<file path="src/rtl/vjtag_dsa_ctrl_if.sv">
// ---------------------------------------------------------------------------
// vjtag_dsa_ctrl_if
// Bus between the JTAG command engine and the bilinear-interpolation DSA:
// a simple synchronous image-buffer memory port plus the start/done
// handshake.
//   mem_addr     : memory address pointer (engine -> memory)
//   mem_wdata    : write data (engine -> memory)
//   mem_we       : one-cycle write strobe (engine -> memory)
//   mem_rdata    : read data, valid one tck after mem_addr changes
//   dsa_busy     : DSA running (DSA -> engine)
//   dsa_done     : DSA finished, sticky inside the DSA (DSA -> engine)
//   dsa_start    : one-cycle start pulse (engine -> DSA)
//   dsa_done_clr : one-cycle clear pulse for dsa_done (engine -> DSA)
// master = command engine side, slave = memory/DSA side.
// ---------------------------------------------------------------------------
interface vjtag_dsa_ctrl_if #(
   parameter int DATA_W = 8,
   parameter int ADDR_W = 18
) ();
   logic [ADDR_W-1:0] mem_addr;
   logic [DATA_W-1:0] mem_wdata;
   logic              mem_we;
   logic [DATA_W-1:0] mem_rdata;
   logic              dsa_busy;
   logic              dsa_done;
   logic              dsa_start;
   logic              dsa_done_clr;

   modport master (
      output mem_addr, mem_wdata, mem_we, dsa_start, dsa_done_clr,
      input  mem_rdata, dsa_busy, dsa_done
   );

   modport slave (
      input  mem_addr, mem_wdata, mem_we, dsa_start, dsa_done_clr,
      output mem_rdata, dsa_busy, dsa_done
   );
endinterface

</file>
<file path="src/rtl/vjtag_dsa_ctrl.sv">
// ---------------------------------------------------------------------------
// vjtag_dsa_ctrl
// JTAG-side command/data engine sitting behind the vjtag_dsa virtual JTAG
// instance. Runs entirely on tck. The 2-bit virtual IR selects:
//   00 ADDR  : ADDR_W-bit address register (capture current, update loads)
//   01 WRITE : gapless byte stream written to memory, address auto-increments
//   10 READ  : gapless byte stream read from memory with prefetch
//   11 CTRL  : DSA status capture / start and done-clear pulses
// Ports:
//   tck, rst            : JTAG clock, asynchronous active-high reset
//   tdi / tdo           : serial data in/out (LSB first)
//   ir_in / ir_out      : current instruction / {dsa_done, dsa_busy}
//   virtual_state_cdr/sdr/udr : Capture-DR, Shift-DR, Update-DR
//   bus                 : memory port and DSA handshake (master modport)
// ---------------------------------------------------------------------------
module vjtag_dsa_ctrl #(
   parameter int DATA_W = 8,
   parameter int ADDR_W = 18
) (
   input  logic                  tck,
   input  logic                  rst,
   input  logic                  tdi,
   output logic                  tdo,
   input  logic [1:0]            ir_in,
   output logic [1:0]            ir_out,
   input  logic                  virtual_state_cdr,
   input  logic                  virtual_state_sdr,
   input  logic                  virtual_state_udr,
   vjtag_dsa_ctrl_if.master      bus
);

   localparam int CNT_W = (DATA_W > 1) ? $clog2(DATA_W) : 1;

   typedef enum logic [1:0] {
      IR_ADDR  = 2'b00,
      IR_WRITE = 2'b01,
      IR_READ  = 2'b10,
      IR_CTRL  = 2'b11
   } ir_e;

   logic [ADDR_W-1:0] sr_addr_q,   sr_addr_d;
   logic [DATA_W-1:0] data_sr_q,   data_sr_d;
   logic [DATA_W-1:0] sr_ctl_q,    sr_ctl_d;
   logic [CNT_W-1:0]  cnt_q,       cnt_d;
   logic [ADDR_W-1:0] mem_addr_q,  mem_addr_d;
   logic [DATA_W-1:0] mem_wdata_q, mem_wdata_d;
   logic              mem_we_q,    mem_we_d;
   logic              dsa_start_q, dsa_start_d;
   logic              done_clr_q,  done_clr_d;

   logic              cnt_last;
   logic [CNT_W-1:0]  cnt_next;
   logic [ADDR_W-1:0] addr_base;
   logic [DATA_W-1:0] data_shifted;
   ir_e               ir;

   assign ir           = ir_e'(ir_in);
   assign cnt_last     = (cnt_q == CNT_W'(DATA_W - 1));
   assign cnt_next     = cnt_last ? '0 : cnt_q + 1'b1;
   assign data_shifted = {tdi, data_sr_q[DATA_W-1:1]};

   // A strobed write leaves mem_we high for exactly one tck; the address
   // step that follows it must happen whatever the IR or TAP state is now,
   // so every other address update is built on top of this base.
   assign addr_base = mem_we_q ? mem_addr_q + 1'b1 : mem_addr_q;

   // Next-state decode for all four data registers. The TAP states are
   // mutually exclusive, so each IR branch picks at most one action and
   // all shift registers hold otherwise.
   always_comb begin
      sr_addr_d   = sr_addr_q;
      data_sr_d   = data_sr_q;
      sr_ctl_d    = sr_ctl_q;
      cnt_d       = cnt_q;
      mem_addr_d  = addr_base;
      mem_wdata_d = mem_wdata_q;
      mem_we_d    = 1'b0;
      dsa_start_d = 1'b0;
      done_clr_d  = 1'b0;

      unique case (ir)
         IR_ADDR: begin
            if (virtual_state_cdr) begin
               sr_addr_d = mem_addr_q;
            end else if (virtual_state_sdr) begin
               sr_addr_d = {tdi, sr_addr_q[ADDR_W-1:1]};
            end else if (virtual_state_udr) begin
               mem_addr_d = sr_addr_q;
            end
         end

         // Partial bytes left at Update-DR are simply never strobed; the
         // counter restarts on the next capture.
         IR_WRITE: begin
            if (virtual_state_cdr) begin
               cnt_d = '0;
            end else if (virtual_state_sdr) begin
               data_sr_d = data_shifted;
               cnt_d     = cnt_next;
               if (cnt_last) begin
                  mem_wdata_d = data_shifted;
                  mem_we_d    = 1'b1;
               end
            end
         end

         // The byte being shifted out was prefetched, and the address moves
         // on to the following byte at the same time, so mem_rdata has
         // DATA_W-1 cycles to settle before the next reload.
         IR_READ: begin
            if (virtual_state_cdr) begin
               data_sr_d  = bus.mem_rdata;
               cnt_d      = '0;
               mem_addr_d = addr_base + 1'b1;
            end else if (virtual_state_sdr) begin
               cnt_d = cnt_next;
               if (cnt_last) begin
                  data_sr_d  = bus.mem_rdata;
                  mem_addr_d = addr_base + 1'b1;
               end else begin
                  data_sr_d = data_shifted;
               end
            end
         end

         // A start request while the DSA is busy is dropped, not queued.
         IR_CTRL: begin
            if (virtual_state_cdr) begin
               sr_ctl_d      = '0;
               sr_ctl_d[1:0] = {bus.dsa_done, bus.dsa_busy};
            end else if (virtual_state_sdr) begin
               sr_ctl_d = {tdi, sr_ctl_q[DATA_W-1:1]};
            end else if (virtual_state_udr) begin
               dsa_start_d = sr_ctl_q[0] & ~bus.dsa_busy;
               done_clr_d  = sr_ctl_q[1];
            end
         end

         default: ;
      endcase
   end

   // State registers; reset aborts any shift or pending write at once.
   always_ff @(posedge tck or posedge rst) begin
      if (rst) begin
         sr_addr_q   <= '0;
         data_sr_q   <= '0;
         sr_ctl_q    <= '0;
         cnt_q       <= '0;
         mem_addr_q  <= '0;
         mem_wdata_q <= '0;
         mem_we_q    <= 1'b0;
         dsa_start_q <= 1'b0;
         done_clr_q  <= 1'b0;
      end else begin
         sr_addr_q   <= sr_addr_d;
         data_sr_q   <= data_sr_d;
         sr_ctl_q    <= sr_ctl_d;
         cnt_q       <= cnt_d;
         mem_addr_q  <= mem_addr_d;
         mem_wdata_q <= mem_wdata_d;
         mem_we_q    <= mem_we_d;
         dsa_start_q <= dsa_start_d;
         done_clr_q  <= done_clr_d;
      end
   end

   // tdo follows bit 0 of whichever register the current IR selects.
   always_comb begin
      tdo = 1'b0;
      unique case (ir)
         IR_ADDR:  tdo = sr_addr_q[0];
         IR_WRITE: tdo = data_sr_q[0];
         IR_READ:  tdo = data_sr_q[0];
         IR_CTRL:  tdo = sr_ctl_q[0];
         default:  tdo = 1'b0;
      endcase
   end

   assign ir_out           = {bus.dsa_done, bus.dsa_busy};
   assign bus.mem_addr     = mem_addr_q;
   assign bus.mem_wdata    = mem_wdata_q;
   assign bus.mem_we       = mem_we_q;
   assign bus.dsa_start    = dsa_start_q;
   assign bus.dsa_done_clr = done_clr_q;

endmodule

</file>
<file path="src/flat_wrapper.sv">
// flat-port wrapper written by rule: the top's interface ports become plain ports
module vjtag_dsa_ctrl_flat 
#(
   parameter int DATA_W = 8,
   parameter int ADDR_W = 18
)
  (tck, rst, tdi, tdo, ir_in, ir_out, virtual_state_cdr, virtual_state_sdr, virtual_state_udr, bus_mem_addr, bus_mem_wdata, bus_mem_we, bus_dsa_start, bus_dsa_done_clr, bus_mem_rdata, bus_dsa_busy, bus_dsa_done);
  vjtag_dsa_ctrl_if #(.DATA_W(DATA_W), .ADDR_W(ADDR_W)) bus_i ();
  input  logic tck;
  input  logic rst;
  input  logic tdi;
  output logic tdo;
  input  logic [1:0] ir_in;
  output logic [1:0] ir_out;
  input  logic virtual_state_cdr;
  input  logic virtual_state_sdr;
  input  logic virtual_state_udr;
  output wire logic [$bits(bus_i.mem_addr)-1:0] bus_mem_addr;
  output wire logic [$bits(bus_i.mem_wdata)-1:0] bus_mem_wdata;
  output wire logic [$bits(bus_i.mem_we)-1:0] bus_mem_we;
  output wire logic [$bits(bus_i.dsa_start)-1:0] bus_dsa_start;
  output wire logic [$bits(bus_i.dsa_done_clr)-1:0] bus_dsa_done_clr;
  input wire logic [$bits(bus_i.mem_rdata)-1:0] bus_mem_rdata;
  input wire logic [$bits(bus_i.dsa_busy)-1:0] bus_dsa_busy;
  input wire logic [$bits(bus_i.dsa_done)-1:0] bus_dsa_done;
  assign bus_mem_addr = bus_i.mem_addr;
  assign bus_mem_wdata = bus_i.mem_wdata;
  assign bus_mem_we = bus_i.mem_we;
  assign bus_dsa_start = bus_i.dsa_start;
  assign bus_dsa_done_clr = bus_i.dsa_done_clr;
  assign bus_i.mem_rdata = bus_mem_rdata;
  assign bus_i.dsa_busy = bus_dsa_busy;
  assign bus_i.dsa_done = bus_dsa_done;
  vjtag_dsa_ctrl #(.DATA_W(DATA_W), .ADDR_W(ADDR_W)) u_core (.tck(tck), .rst(rst), .tdi(tdi), .tdo(tdo), .ir_in(ir_in), .ir_out(ir_out), .virtual_state_cdr(virtual_state_cdr), .virtual_state_sdr(virtual_state_sdr), .virtual_state_udr(virtual_state_udr), .bus(bus_i));
endmodule
</file>
<file path="config.mk">
export PLATFORM = sky130hd
export DESIGN_NAME = vjtag_dsa_ctrl_flat
export DESIGN_NICKNAME = d
export VERILOG_FILES = /design/src/rtl/vjtag_dsa_ctrl_if.sv /design/src/rtl/vjtag_dsa_ctrl.sv /design/src/flat_wrapper.sv
export SDC_FILE = /design/constraint.sdc
export NUM_CORES = 1
export LEC_CHECK = 0
export ABC_CLOCK_PERIOD_IN_PS = 6600
export CAP_MARGIN = 0
export CORE_MARGIN = 10
export CORE_UTILIZATION = 60
export CTS_CLUSTER_DIAMETER = 30
export DETAILED_ROUTE_END_ITERATION = 12
export GPL_ROUTABILITY_DRIVEN = 0
export GPL_TIMING_DRIVEN = 0
export HOLD_SLACK_MARGIN = 0.02
export MAX_ROUTING_LAYER = met4
export PLACE_DENSITY = 0.86
export SLEW_MARGIN = 10
export SYNTH_ARGS = -nofsm -noshare
export SYNTH_HDL_FRONTEND = slang
export SYNTH_SLANG_ARGS = --single-unit
</file>
<file path="constraint.sdc">
create_clock -name tck -period 6.6 [get_ports tck]
set_input_delay 1.98 -clock tck [delete_from_list [all_inputs] [get_ports tck]]
set_output_delay 1.98 -clock tck [all_outputs]
set_load 0.02 [all_outputs]
</file>
==> results of run 1 <==
-- layout make-up --
type | count | area (um2)
inverters | 20 | 77.6
flip-flops and latches | 66 | 1650
clock inverters | 6 | 115
fillers | 400 | 1440
plain buffers | 25 | 109
well taps | 75 | 93.8
repair buffers | 48 | 480
clock buffers | 10 | 128
multi-input cells | 305 | 1930
-- cell usage in the layout, fill, tap and decap left out, drive strengths merged, types with 2 or more instances in the layout --
master	n
a21oi	18
a221o	5
a22oi	12
and2	2
and3	3
buf	8
bufinv	3
clkbuf	27
clkdlybuf4s50	48
clkinv	5
dfrtp	66
ha	8
inv	17
mux2i	28
nand2	69
nand2b	3
nand3	12
nand4	8
nor2	26
nor3	9
nor4	10
o21ai	28
o221ai	8
o22ai	11
xnor2	16
xor2	15
-- stage by stage --
step / hold slack [ns] / instance area, um2
floorplan: 0.455 / 3770
global placement: 0.458 / 4340
CTS: 0.486 / 4590
global route: 0.508 / 4590
finish: 0.486 / 4590
detailed placement: 0.462 / 4350
-- layer usage --
layer  track usage  up-vias
li1              -     1595
met1         0.274     1667
met2         0.316      179
met3        0.0388       17
met4        0.0728        0
met5             -        -
-- state kept, by name, summed over array words and instances, names as in the netlist --
register	cells
u_core.bus.dsa_start	1
u_core.data_sr_q	8
u_core.bus.dsa_done_clr	1
u_core.sr_addr_q	18
u_core.bus.mem_we	1
u_core.cnt_q	3
u_core.sr_ctl_q	8
u_core.bus.mem_addr	18
u_core.bus.mem_wdata	8
-- power groups by stage --
stage	combinational (uW)	sequential, uW	clock, uW
after floorplan	296	668	0
after global placement	498	645	0
after detailed placement	518	653	0
after CTS	525	648	421
after global routing	573	670	440
final	526	653	420
-- worst register-to-register path: cells and delay by family, from the launching register on --
family                     cells  cell delay [ns]
AOI/OAI and AO/OA              1             0.30
xor gates and xnor gates       2             0.39
adders and majority gates      1             0.21
buffers and inverters          1             0.18
DFF                            1             0.55
and+or+nand+nor                4             1.35
-- worst paths after layout --
check | end | slack (ns)
max | tdo | 0.52
max reg2reg | u_core.bus.mem_addr[15] | 3.53
min | u_core.bus.mem_wdata[2] | 0.49
min in group asynchronous | u_core.sr_addr_q[15] | 2.14
min reg2reg | u_core.bus.mem_wdata[2] | 0.49
max in group asynchronous | u_core.bus.mem_addr[4] | 3.93
-- logic make-up after synthesis --
family | after synthesis | share of synthesized area
AND/OR/NAND/NOR | 148 | 0.189
buffers and inverters | 45 | 0.0488
flip-flops | 66 | 0.438
AO/OA/AOI/OAI | 90 | 0.152
XOR/XNOR | 31 | 0.0720
adder cells (fa/ha/maj) | 8 | 0.0266
multiplexers | 28 | 0.0743
==> flow_metrics.env, run 1 <==
export IMPL_status="finished, final reports clean"
export IMPL_nets=501
export IMPL_max_stage_delay_ns=0.65
export IMPL_clock_skew_ns=0.00882
export IMPL_antenna_left=0
export IMPL_worst_r2r_cell_count=9
export IMPL_startpoint="ir_in[0]"
export IMPL_synth_ff_type="dfrtp_1"
export IMPL_critPathBufInv=3
export IMPL_wl_met3_um=816
export IMPL_hold_depth=2
export IMPL_switching_power_uw=596
export IMPL_die_w_um=99.3
export IMPL_final_layout_size_suffix_gt1_frac=0.0604
export IMPL_clkLatencyLatePin_ns=0.35
export IMPL_cts_htree_levels=3
export IMPL_slowest_stage="clkdlybuf4s50_1"
export IMPL_grt_pass1_vias=3285
export IMPL_path_max_fanout=10
export IMPL_power_share_clock=0.263
export IMPL_grt_max_degree=67
export IMPL_tns_ns=0
export IMPL_clk_pin_slew_ns=0.08
export IMPL_fin_ws_ns=0.520
export IMPL_cts_resized_gates=0
export IMPL_synth_distinct_cells=45
export IMPL_chipHeight_um=99.3
export IMPL_maxSlewHeadroom=0.338
export IMPL_synth_most_common_cell="nand2_1"
export IMPL_start_kind="input port"
export IMPL_yosys_warnings=0
export IMPL_routed_wl_um=10200
export IMPL_start_util=0.626
export IMPL_syn_nets=442
export IMPL_top_level_ports=50
export IMPL_m1WireLength_um=4390
export IMPL_required_ns=4.62
export IMPL_synth_area_mm2=0.00377
export IMPL_dp_cells=539
export IMPL_cts_max_path_buffers=2
export IMPL_ys_seq_area_frac=0.438
export IMPL_dp_hpwl_um=6980
export IMPL_post_place_ws_ns=0.573
export IMPL_grt_pass1_wl_um=16500
export IMPL_drt_iter0_drc=473
export IMPL_wl_met2_um=4780
export IMPL_cts_root_buf="clkbuf_8"
export IMPL_synthCells=416
export IMPL_synth_top_area_cell="dfrtp_1"
export IMPL_postSynthAreaPerCell_um2=9.06
export IMPL_cp_data_arrival_time_ns=4.10
export IMPL_seqPwrFrac=0.408
export IMPL_cp_num_cells=6
export IMPL_clock_sinks=66
export IMPL_comb_power_share=0.329
export IMPL_crit_chain="clkdlybuf4s50_1, ha_1, clkbuf_1, a22oi_1, o21ai_0, clkdlybuf4s50_1"
export IMPL_fin_crit_ns=6.08
export IMPL_crit_path_end_kind="output port"
export IMPL_wl_per_cell_um=18.3
export IMPL_crit_path_frequent_cell="clkdlybuf4s50_1"
export IMPL_vias=3458
export IMPL_p_per_area_mw_per_mm2=348
export IMPL_avgViaCountPerCell=6.23
export IMPL_numPortBuffers=48
export IMPL_firstDrtPassIters=6
export IMPL_ir_worst_vdd_mv=0.229
export IMPL_num_antenna_cells=0
export IMPL_yosysTopAreaCellShare=0.438
export IMPL_synth_area_leaders="dfrtp_1 (44%), mux2i_1 (7.4%), nand2_1 (6.8%)"
export IMPL_core_mm2=0.00603
export IMPL_p_sw_frac=0.373
export IMPL_tightest_slew_ns=0.987
export IMPL_slew_violations=0
export IMPL_ys_async_sr_fraction=1.00
export IMPL_grt_ovfl_total=0
export IMPL_ys_ff_latch=66
export IMPL_critical_path_class="in2out"
export IMPL_report_final_hold_viol_count=0
export IMPL_area_growth_pct=21.7
export IMPL_cts_tree="done"
export IMPL_die_area_mm2=0.00985
export IMPL_ctsHoldBuffers=0
export IMPL_critical_path_top_delay_family="buffers and inverters"
export IMPL_hp_class="reg2reg"
export IMPL_placementRows=28
export IMPL_dr_max_layer_used="met4"
export IMPL_grt_usage=0.209
export IMPL_hp_start="u_core.bus.mem_wdata[2]"
export IMPL_setup_violations=0
export IMPL_period_share=0.921
export IMPL_cap_violations=0
export IMPL_fin_util=0.762
export IMPL_synth_edf_count=0
export IMPL_timing_rr_start="u_core.bus.mem_addr[0]"
export IMPL_finalNonFillerCells=555
export IMPL_drc=0
export IMPL_synthTopCellsByCount="nand2_1 (68), dfrtp_1 (66), mux2i_1 (28)"
export IMPL_rsz0062_at_grt="false"
export IMPL_internal_power_uw=1000
export IMPL_numCtsBuffers=9
export IMPL_fmax_mhz=164
export IMPL_antenna_found_initial=0
export IMPL_finalPower_uw=1600
export IMPL_cts_setup_buffers=0
export IMPL_p_leak_uw=0.00195
Note: power is estimated with default switching activity, not from simulation.
==> run 2: changes to the inputs <==
- HOLD_SLACK_MARGIN: 0.02 -> unset
==> results of run 2 <==
The final DEF is identical to that of run 1; final timing and power are the same.
==> run 3: changes to the inputs <==
- CAP_MARGIN: 0 -> 20
- CORE_UTILIZATION: 60 -> 62
- CTS_BUF_LIST: unset -> sky130_fd_sc_hd__clkbuf_4 sky130_fd_sc_hd__clkbuf_8
- PLACE_DENSITY: 0.86 -> 0.88
==> run 3 against run 2 <==
Total power fell by 2.4%. Cell area fell by 0.55%. Hold slack got worse by 0.0083 ns. Combinational power barely moved. Global-route usage rose by 1.1 points. Die area fell by 2.6%. Sequential share of layout area rose by 0.20 points. Worst setup slack improved by 0.061 ns. Via count rose by 1.6%. Clock skew rose by 0.0040 ns. Largest cell class unchanged.
==> flow_metrics.env, run 3 (same netlist as run 1, synthesis figures left out) <==
export IMPL_status="finished, final reports clean"
export IMPL_grt_ovfl_total=0
export IMPL_core_mm2=0.00592
export IMPL_required_ns=4.62
export IMPL_cts_htree_levels=3
export IMPL_n_fill_cell=409
export IMPL_comb_power_share=0.339
export IMPL_cts_setup_buffers=0
export IMPL_critical_path_class="in2out"
export IMPL_clk_pin_slew_ns=0.07
export IMPL_path_max_fanout=10
export IMPL_p_leak_uw=0.00195
export IMPL_fin_crit_ns=6.02
export IMPL_wl_per_cell_um=18.3
export IMPL_cts_resized_gates=0
export IMPL_ctsHoldBuffers=0
export IMPL_layout_common_cells="nand2_1 (68), dfrtp_1 (66), clkdlybuf4s50_1 (48)"
export IMPL_tightest_slew_ns=0.895
export IMPL_hold_depth=2
export IMPL_post_place_ws_ns=0.591
export IMPL_rsz0062_at_grt="false"
export IMPL_timing_rr_start="u_core.bus.mem_addr[1]"
export IMPL_final_common_cell="nand2_1"
export IMPL_setup_violations=0
export IMPL_internal_power_uw=970
export IMPL_clock_skew_ns=0.0128
export IMPL_die_w_um=98.0
export IMPL_routed_wl_um=10100
export IMPL_cts_tree="done"
export IMPL_grt_pass1_vias=3348
export IMPL_p_per_area_mw_per_mm2=342
export IMPL_antenna_found_initial=0
export IMPL_seqPwrFrac=0.418
export IMPL_avgViaCountPerCell=6.33
export IMPL_switching_power_uw=590
export IMPL_grt_pass1_wl_um=17000
export IMPL_start_kind="input port"
export IMPL_cts_root_buf="clkbuf_8"
export IMPL_clock_sinks=66
export IMPL_hp_class="reg2reg"
export IMPL_chipHeight_um=98.0
export IMPL_start_util=0.637
export IMPL_area_growth_pct=21.1
export IMPL_r2r_end="u_core.bus.mem_addr[15]"
export IMPL_tns_ns=0
export IMPL_ir_worst_vdd_mv=0.251
export IMPL_design_area_mm2=0.00456
export IMPL_dpl_cell_area_mm2=0.00435
export IMPL_fin_ws_ns=0.582
export IMPL_crit_path_end_kind="output port"
export IMPL_slew_violations=0
export IMPL_reg2reg_slack_ns=3.50
export IMPL_clkLatencyLatePin_ns=0.35
export IMPL_drt_iter0_drc=334
export IMPL_report_final_hold_viol_count=0
export IMPL_p_sw_frac=0.378
export IMPL_cts_max_path_buffers=2
export IMPL_dp_hpwl_um=7040
export IMPL_worst_r2r_cell_count=9
export IMPL_fmax_mhz=166
export IMPL_antenna_left=0
export IMPL_numCtsBuffers=9
export IMPL_top_level_ports=50
export IMPL_hold_end="u_core.bus.mem_wdata[2]"
export IMPL_num_antenna_cells=0
export IMPL_regArea_mm2=0.00165
export IMPL_nets=501
export IMPL_firstDrtPassIters=5
export IMPL_placementRows=28
export IMPL_grt_usage=0.220
export IMPL_drc=0
export IMPL_power_share_clock=0.243
export IMPL_maxSlewHeadroom=0.400
export IMPL_period_share=0.912
export IMPL_cap_violations=0
export IMPL_vias=3514
export IMPL_numPortBuffers=48
export IMPL_die_area_mm2=0.00960
export IMPL_multi_input_area_mm2=0.00193
export IMPL_final_layout_size_suffix_gt1_frac=0.0625
export IMPL_grt_max_degree=67
export IMPL_hp_start="u_core.bus.mem_wdata[2]"
export IMPL_cp_data_arrival_time_ns=4.04
## run 3: cell type report
| cell class | count | share of cell area |
|---|---|---|
| inverters | 20 | 0.0170 |
| clock inverters | 5 | 0.0173 |
| well taps | 75 | 0.0206 |
| repair buffers | 48 | 0.105 |
| multi-input cells | 305 | 0.424 |
| clock buffers | 11 | 0.0304 |
| plain buffers | 25 | 0.0238 |
| flip-flops and latches | 66 | 0.362 |
## run 3: per-layer routing
metal  part of all wire  vias to the layer above  GRT usage
met5                  0                        -          -
met1               0.41                     1723      0.276
met3              0.076                       33     0.0472
li1                   -                     1589          -
met4              0.028                        0     0.0996
met2               0.48                      169      0.332
## run 3: worst max path at each step
stage,from,end,slack [ns]
after floorplan,ir_in[0],tdo,1.61
after global placement,ir_in[0],tdo,0.59
after detailed placement,ir_in[0],tdo,0.59
after CTS,ir_in[0],tdo,0.59
after global routing,ir_in[1],tdo,0.46
final,ir_in[0],tdo,0.58
## run 3: critical path, stage by stage
cell and delay, ns:
clkdlybuf4s50_1 0.52, ha_1 0.22, clkbuf_1 0.36, a22oi_1 0.11
o21ai_0 0.21, clkdlybuf4s50_1 0.64
## run 3: stage by stage
step | power (uW) | utilization | std cells | hold WS [ns]
final | 1560 | 0.771 | 555 | 0.477
after global routing | 1650 | 0.771 | 555 | 0.499
after CTS | 1560 | 0.771 | 555 | 0.480
after detailed placement | 1170 | 0.734 | 539 | 0.461
after global placement | 1140 | 0.734 | 539 | 0.460
after floorplan | 964 | - | 416 | 0.455
## run 3: power by group through the flow
stage | clock network [uW] | registers (uW) | logic [uW]
floorplan | 0 | 668 | 296
global placement | 0 | 645 | 498
detailed placement | 0 | 652 | 519
CTS | 385 | 647 | 527
global route | 400 | 666 | 581
finish | 380 | 652 | 528
